[src/rtl/ib_lut_page_loader.sv]
// ib_lut_page_loader
//
// Write-side sequencer for an IB LUT distributed-RAM bank. It accepts packed
// LUT words over a valid/ready handshake and writes them into the memory one
// page per cycle, starting at page 0, until PAGE_NUM pages are filled.
//
// The optional read-back check is compiled in with the macro
// IB_LUT_LOADER_VERIFY_EN. When it is enabled, the loader sweeps the memory's
// asynchronous read port after the last write. It compares an 8-bit modular
// sum of the data read back against the sum of the data written, and latches
// any mismatch in verify_err_o.
//
// Ports
//   write_clk      single clock for all logic
//   rstn           asynchronous active-low reset
//   start_i        load request, sampled only while idle
//   in_data_i      PACK_NUM packed entries, entry 0 in the low bits, written first
//   in_valid_i     upstream word valid
//   in_ready_o     loader can accept a word (decoded from state)
//   write_addr_o   page address to memory (registered)
//   write_data_o   page data to memory (registered)
//   we_o           memory write enable (registered)
//   busy_o         load in progress, through the done pulse
//   done_o         one-cycle pulse at the end of a load
//   read_addr_o    read-back address (0 when verify is not compiled in)
//   read_page_i    asynchronous read data from memory
//   verify_err_o   sticky checksum mismatch, cleared by the next start_i
module ib_lut_page_loader #(
  parameter int QUAN_SIZE     = 3,
  parameter int PAGE_NUM      = 32,
  parameter int ADDR_BITWIDTH = 5,
  parameter int PACK_NUM      = 4
) (
  input  logic                          write_clk,
  input  logic                          rstn,
  input  logic                          start_i,
  input  logic [PACK_NUM*QUAN_SIZE-1:0] in_data_i,
  input  logic                          in_valid_i,
  output logic                          in_ready_o,
  output logic [ADDR_BITWIDTH-1:0]      write_addr_o,
  output logic [QUAN_SIZE-1:0]          write_data_o,
  output logic                          we_o,
  output logic                          busy_o,
  output logic                          done_o,
  output logic [ADDR_BITWIDTH-1:0]      read_addr_o,
  input  logic [QUAN_SIZE-1:0]          read_page_i,
  output logic                          verify_err_o
);

  localparam int IDX_W = (PACK_NUM > 1) ? $clog2(PACK_NUM) : 1;
  localparam logic [ADDR_BITWIDTH-1:0] LAST_PAGE = ADDR_BITWIDTH'(PAGE_NUM - 1);
  localparam logic [IDX_W-1:0]         LAST_IDX  = IDX_W'(PACK_NUM - 1);

  typedef enum logic [2:0] {
    S_IDLE,
    S_FETCH,
    S_WRITE,
    S_VERIFY,
    S_DONE
  } state_t;

  state_t                        state;
  state_t                        state_next;
  logic [ADDR_BITWIDTH-1:0]      page_cnt;
  logic [IDX_W-1:0]              entry_idx;
  logic [PACK_NUM*QUAN_SIZE-1:0] hold_word;
  logic [QUAN_SIZE-1:0]          cur_entry;
  logic                          last_page;
  logic                          last_entry;

`ifdef IB_LUT_LOADER_VERIFY_EN
  logic [7:0] wr_sum;
  logic [7:0] rd_sum;
  logic       cmp_pending;

  // 8-bit modular running sum with the entry zero-extended.
  function automatic logic [7:0] sum8(input logic [7:0] acc,
                                      input logic [QUAN_SIZE-1:0] entry);
    return acc + 8'(entry);
  endfunction
`endif

  assign last_page  = (page_cnt == LAST_PAGE);
  assign last_entry = (entry_idx == LAST_IDX);
  assign cur_entry  = hold_word[int'(entry_idx)*QUAN_SIZE +: QUAN_SIZE];
  assign in_ready_o = (state == S_FETCH);

  always_comb begin
    state_next = state;
    unique case (state)
      S_IDLE:  if (start_i) state_next = S_FETCH;
      S_FETCH: if (in_valid_i) state_next = S_WRITE;
      S_WRITE: begin
        // The final page wins over the word boundary, so any entries left in
        // the final word are dropped.
        if (last_page) begin
`ifdef IB_LUT_LOADER_VERIFY_EN
          state_next = S_VERIFY;
`else
          state_next = S_DONE;
`endif
        end else if (last_entry) begin
          state_next = S_FETCH;
        end
      end
`ifdef IB_LUT_LOADER_VERIFY_EN
      S_VERIFY: if (cmp_pending) state_next = S_DONE;
`endif
      S_DONE:  state_next = S_IDLE;
      default: state_next = S_IDLE;
    endcase
  end

  always_ff @(posedge write_clk or negedge rstn) begin
    if (!rstn) state <= S_IDLE;
    else       state <= state_next;
  end

  // Holding register for the accepted word. It carries only data, so it has
  // no reset.
  always_ff @(posedge write_clk) begin
    if (state == S_FETCH && in_valid_i) hold_word <= in_data_i;
  end

  // Write sequencing and registered status outputs.
  always_ff @(posedge write_clk or negedge rstn) begin
    if (!rstn) begin
      page_cnt     <= '0;
      entry_idx    <= '0;
      we_o         <= 1'b0;
      write_addr_o <= '0;
      write_data_o <= '0;
      busy_o       <= 1'b0;
      done_o       <= 1'b0;
    end else begin
      we_o   <= 1'b0;
      done_o <= (state == S_DONE);
      // busy_o stays high through the done pulse and drops together with it.
      busy_o <= (state_next != S_IDLE) || (state == S_DONE);
      unique case (state)
        S_IDLE: begin
          if (start_i) begin
            page_cnt  <= '0;
            entry_idx <= '0;
          end
        end
        S_FETCH: entry_idx <= '0;
        S_WRITE: begin
          we_o         <= 1'b1;
          write_addr_o <= page_cnt;
          write_data_o <= cur_entry;
          page_cnt     <= page_cnt + ADDR_BITWIDTH'(1);
          entry_idx    <= entry_idx + IDX_W'(1);
        end
        default: ;
      endcase
    end
  end

`ifdef IB_LUT_LOADER_VERIFY_EN
  // Read-back sweep. read_addr_o holds address k for one cycle, and the
  // asynchronous read data for it is summed at the closing edge. One extra
  // cycle (cmp_pending) compares the two finished sums.
  always_ff @(posedge write_clk or negedge rstn) begin
    if (!rstn) begin
      wr_sum       <= '0;
      rd_sum       <= '0;
      cmp_pending  <= 1'b0;
      read_addr_o  <= '0;
      verify_err_o <= 1'b0;
    end else begin
      unique case (state)
        S_IDLE: begin
          if (start_i) begin
            wr_sum       <= '0;
            rd_sum       <= '0;
            cmp_pending  <= 1'b0;
            read_addr_o  <= '0;
            verify_err_o <= 1'b0;
          end
        end
        S_WRITE: wr_sum <= sum8(wr_sum, cur_entry);
        S_VERIFY: begin
          if (cmp_pending) begin
            verify_err_o <= verify_err_o | (rd_sum != wr_sum);
            cmp_pending  <= 1'b0;
          end else begin
            rd_sum <= sum8(rd_sum, read_page_i);
            if (read_addr_o == LAST_PAGE) begin
              read_addr_o <= '0;
              cmp_pending <= 1'b1;
            end else begin
              read_addr_o <= read_addr_o + ADDR_BITWIDTH'(1);
            end
          end
        end
        default: ;
      endcase
    end
  end
`else
  logic unused_read_page;
  assign unused_read_page = ^read_page_i;
  assign read_addr_o      = '0;
  assign verify_err_o     = 1'b0;
`endif

endmodule

[config.mk]
export PLATFORM = sky130hd
export DESIGN_NAME = ib_lut_page_loader
export DESIGN_NICKNAME = d
export VERILOG_FILES = /design/src/rtl/ib_lut_page_loader.sv
export SDC_FILE = /design/constraint.sdc
export NUM_CORES = 1
export LEC_CHECK = 0
export BUFFER_PORTS_ARGS = -buffer_cell sky130_fd_sc_hd__buf_2
export CORE_MARGIN = 2
export CORE_UTILIZATION = 50
export CTS_BUF_LIST = sky130_fd_sc_hd__clkbuf_8
export DETAILED_ROUTE_END_ITERATION = 10
export PLACE_DENSITY = 0.77
export REMOVE_ABC_BUFFERS = 1
export SYNTH_ARGS = -nofsm -noshare
export SYNTH_HDL_FRONTEND = slang
export SYNTH_SLANG_ARGS = --single-unit
[constraint.sdc]
create_clock -name write_clk -period 2.5 [get_ports write_clk]
set_clock_uncertainty 0.2 [all_clocks]
set_input_delay 0.125 -clock write_clk [delete_from_list [all_inputs] [get_ports write_clk]]
set_output_delay 0.125 -clock write_clk [all_outputs]
set_load 0.005 [all_outputs]
Yosys cells after proc, flatten, opt, wreduce, memory -nomap -nowiden

Index checks and enable logic that the tools add are counted.

Flip-flop bits (word level): 33
Input port bits: 19
Output and inout port bits: 18
Word-level logic and storage cells: 37

Add/sub/neg operators: 2
$mul: 1
Eq/ne operators: 6
Shift-type cells: 1
Mux-type cells: 10
Reductions and logical operators: 8

Operators by type and width:

| operator                                          | number |
|---|---|
| 2-to-1 mux 3 bit                                  | 4 |
| variable part select 12 x 5 -> 3 bit              | 1 |
| one-hot mux 5 bit (2 select lines)                | 1 |
| one-hot mux 3 bit (3 select lines)                | 1 |
| one-hot mux 2 bit (3 select lines)                | 1 |
| nonzero test 3 bit                                | 2 |
| adder 5 x 1 -> 5 bit (second input constant)      | 1 |
| == test 5 bit (second input constant)             | 1 |
| 2-to-1 mux 5 bit                                  | 1 |
| multiplier 2 x 2 -> 4 bit (second input constant) | 1 |
| AND reduction 2 bit                               | 2 |
| == test 3 x 1 -> 1 bit (second input constant)    | 1 |
| == test 3 x 2 -> 1 bit (second input constant)    | 1 |
| == test 3 bit (second input constant)             | 1 |
| zero test 3 bit                                   | 1 |
| adder 2 x 1 -> 2 bit (second input constant)      | 1 |
| == test 2 bit (second input constant)             | 1 |
| 2-to-1 mux 2 bit                                  | 1 |
| inequality test 2 bit (second input constant)     | 1 |
| nonzero test 2 bit                                | 1 |
| logical AND 1 bit                                 | 1 |
| logical OR 1 bit                                  | 1 |
| 2-to-1 mux 1 bit                                  | 1 |

Logic depth before layout (Yosys ltp)

Depth after elaboration: 6
Mapped depth: 6
Mapped depth without buffers: 6

Least setup slack after synthesis

Ideal clock, no wire load.

Path type: reg-to-reg
Start point: register state[0]
End point: register hold_word[0] (enable)
Library setup time: 359 ps
Arrival: 1165 ps
Required time: 1941 ps
Setup slack: 776 ps
Cell stages (with the launch flop): 4
Buffers on the path: 1
Period minus slack after synthesis: 1724 ps
Path through: dfrtp_1 -> buf_6 -> nor3b_1 -> and2_1

Cells in the longest elaborated chain, start to end: 2

Ends and longest elaborated chain:

| element                | line | source |
|---|---|---|
| from (decl)            | 62   | `state_t state;` |
| from (signal assigned) | 116  | `else state <= state_next;` |
| == test 3 x 1 -> 1 bit | -    |  |
| net in_ready_o         | 39   | `output logic in_ready_o,` |
| logical AND 1 bit      | 122  | `if (state == S_FETCH && in_valid_i) hold_word <= in_data_i;` |
| to (signal assigned)   | 122  |  |
| to (decl)              | 66   | `logic [PACK_NUM*QUAN_SIZE-1:0] hold_word;` |

The timed path passes the listed nets, and every way through them passes these cells.
A chain may end at the register's enable or synchronous reset.

Final worst setup path

Start point: register state[0]
End point: register hold_word[7] (enable)

Cells in the longest elaborated chain, start to end: 2

Ends and longest elaborated chain:

| element                | line |
|---|---|
| == test 3 x 1 -> 1 bit | 122 |
| logical AND 1 bit      | 122 |

No other way between the ends.

==> results.yml <==
layout:
  fin_cells: 168
  register_area_sq_um: 886
  layout.nets: 158
  drive_gt1_frac: 0.380
  syn_to_final_growth_pct: 25.2
  multiInputGateArea_sq_um: 462
  final_common_cell: "buf_2"
  antenna_cells: 0
  fill_cells: 204
  fin_area_sq_um: 1760
  final_cell_mix: "buf_2, dfrtp_1, dlygate4sd3_1, edfxtp_1, mux2_2"
die:
  fp.dieW_microns: 57.0
  ioPinCount: 37
  die-area_sq_um: 3250
  start_util: 0.518
  rows: 19
  core_sq_um: 2710
  die_h_microns: 57.0
grt:
  grt_pass1_vias: 882
  grt_max_degree: 22
  grt_pass1_wl_microns: 4080
  grt_usage: 0.174
  gr-total-overflow: 0
  antenna_found_initial: 0
sta:
  rsz0062_at_grt: "false"
  timing.fmax_ghz: 0.531
  slew_viol_final: 0
  hold_slack_ns: 0.0702
  hold_violations: 0
  post-route-period-util: 0.754
  setup_viol: 0
  finalWorstSetupSlack_ns: 0.615
  maxSlewHeadroom: 0.585
  min_period_ns: 1.88
  tns_ns: 0
  tightest_slew_ns: 0.615
route:
  drtAntennaViolNets: 0
  drtPass1Iterations: 3
  wl_microns: 2300
  drc: 0
  detail_route.wl_per_cell_microns: 13.7
  dr_total_vias: 878
  via_per_inst: 5.23
  drt_iter0_drc: 16
setup_path:
  critPathLaunchType: "register"
  cp.required_ns: 2.22
  cp_slowest_stage_delay_ns: 0.54
  cp.arrival_ns: 1.60
  crit_chain: "nor3b_1, and2_1"
  path_max_fanout: 13
  worst-setup-path-type: "reg -> reg"
  cp_num_buf_inv: 0
  cp_slowest_cell: "dfrtp_1"
  ff2ff_setup_slack_ns: 0.62
  cp_top_family: "simple AND/OR/NAND/NOR gates"
  cp-end-kind: "register"
clock_tree:
  htree_levels: 2
  cts.sinks: 33
  numCtsBuffers: 5
  cts-root-buf: "clkbuf_8"
  cts.repair.resized: 0
  cts_tree: "done"
  clkLatencyLatePin_ns: 0.28
  postCtsSetupRepairBufs: 0
  clk_path_buf_depth: 2
  clk_pin_slew_ns: 0.06
synth:
  syn_inst: 91
  ys_seq_elements: 33
  syn_area_sq_um: 1400
  avgSynthCellArea_sq_um: 15.4
  yosysWarnings: 0
  synth-seq-area-share: 0.631
  synth_cell_types: 31
power_and_ir_drop:
  p_leak_nw: 0.822
  p_int_mw: 1.18
  power_density_nw_per_um2: 956
  pwr-share-seq: 0.500
  max-vdd-ir-drop_uv: 682
  swShare: 0.298
  pwr-share-clk: 0.217
  power.switching_mw: 0.501
  comb_power_share: 0.283
placement:
  dpl.cell_count: 146
  hpwlAfterDp_microns: 1520
  post-place-ws_ns: 0.594
  place_area_sq_um: 1540
  portBuffers: 27
  routabilityCongestion: 0.705
status:
  status: "finished, final reports clean"
run:
  cap_viol_max_count: 0
min_path:
  hp-class: "in -> reg"
cells by family (layout without fill, tap and decap cells):
kind of cell,count (synthesis),in the layout,synth area share
AO/OA/AOI/OAI,13,13,0.0749
adder cells (fa/ha/maj),3,3,0.0267
buffers and inverters,11,52,0.0535
flip-flops,33,33,0.631
multiplexers,14,14,0.144
other,1,6,0.00267
AND/OR/NAND/NOR,16,16,0.0669
power groups by stage:
stage               Combinational [mW]  Sequential (mW)  Clock, mW
floorplan                        0.320            0.825          0
global placement                 0.447            0.839          0
detailed placement               0.465            0.851          0
CTS                              0.483            0.842      0.376
global route                     0.534            0.863      0.401
finish                           0.476            0.839      0.365
metal layers:
layer / track usage / wire [microns] / vias to the layer above
met2: 0.296 / 1220 / 25
met4: 0.110 / 72 / 0
met3: 0.0476 / 95 / 6
li1: - / - / 417
met1: 0.193 / 906 / 430
met5: 0 / 0 / -
area by class of cell:
cell class / count / area share
Sequential cell: 33 / 0.504
Multi-Input combinational cell: 52 / 0.263
Timing Repair Buffer: 41 / 0.157
Clock buffer: 5 / 0.0391
Tap cell: 31 / 0.0221
Clock inverter: 3 / 0.00783
Inverter: 3 / 0.00783
through the flow:
stage	util	power, mW
after floorplan	-	1.15
after global placement	0.566	1.29
after detailed placement	0.566	1.32
after CTS	0.649	1.70
after global routing	0.649	1.80
final	0.649	1.68
sequential cells by signal, indices dropped and copies added (netlist names):
register / cells
hold_word: 12
page_cnt: 5
write_addr_o: 5
state: 3
write_data_o: 3
entry_idx: 2
busy_o: 1
done_o: 1
we_o: 1
worst register-to-register path: cells and delay by family, from the launching register on:
kind             cells  cell delay (ns)
flip-flops           1             0.54
AND/OR/NAND/NOR      2             0.78
Yosys cell counts:
cell type / instances / area (sq um)
a22o_1: 6 / 52.6
nor3_1: 3 / 15.0
a21o_1: 1 / 7.51
nand2_2: 1 / 6.26
mux2_4: 3 / 45.0
edfxtp_1: 12 / 360
nor2b_1: 1 / 6.26
dfrtp_1: 21 / 526
inv_4: 1 / 6.26
and2_1: 1 / 6.26
nor2_1: 3 / 11.3
nor2_2: 1 / 6.26
a22o_2: 1 / 10.0
buf_2: 1 / 5.00
ha_1: 3 / 37.5
o21ai_1: 1 / 5.00
buf_6: 1 / 11.3
o21a_1: 1 / 7.51
a2bb2oi_1: 1 / 8.76
nor3b_1: 2 / 15.0
o21ai_0: 1 / 5.00
a311oi_1: 1 / 8.76
or4b_1: 1 / 10.0
mux4_2: 3 / 67.6
buf_4: 6 / 45.0
nand3_1: 1 / 5.00
mux2_2: 8 / 90.1
inv_1: 2 / 7.51
or2_1: 1 / 6.26
conb_1: 1 / 3.75
and3_1: 1 / 6.26
timing repair:
| action | CTS | global route |
|---|---|---|
| hold buffers | 14 | 0 |
| hold endpoints to repair | 34 | 0 |
| setup endpoints to repair | 0 | 0 |
path summary, 6_finish.rpt:
check	to	start	depth (start not counted)
max in group asynchronous	entry_idx[0]	rstn	2
hold reg to reg	write_addr_o[3]	write_addr_o[3]	1
hold / removal	busy_o	start_i	4
min in group asynchronous	write_addr_o[1]	rstn	2
setup / recovery	hold_word[7]	state[0]	2
setup reg to reg	hold_word[7]	state[0]	2
Power figures use the tool's default switching activity.
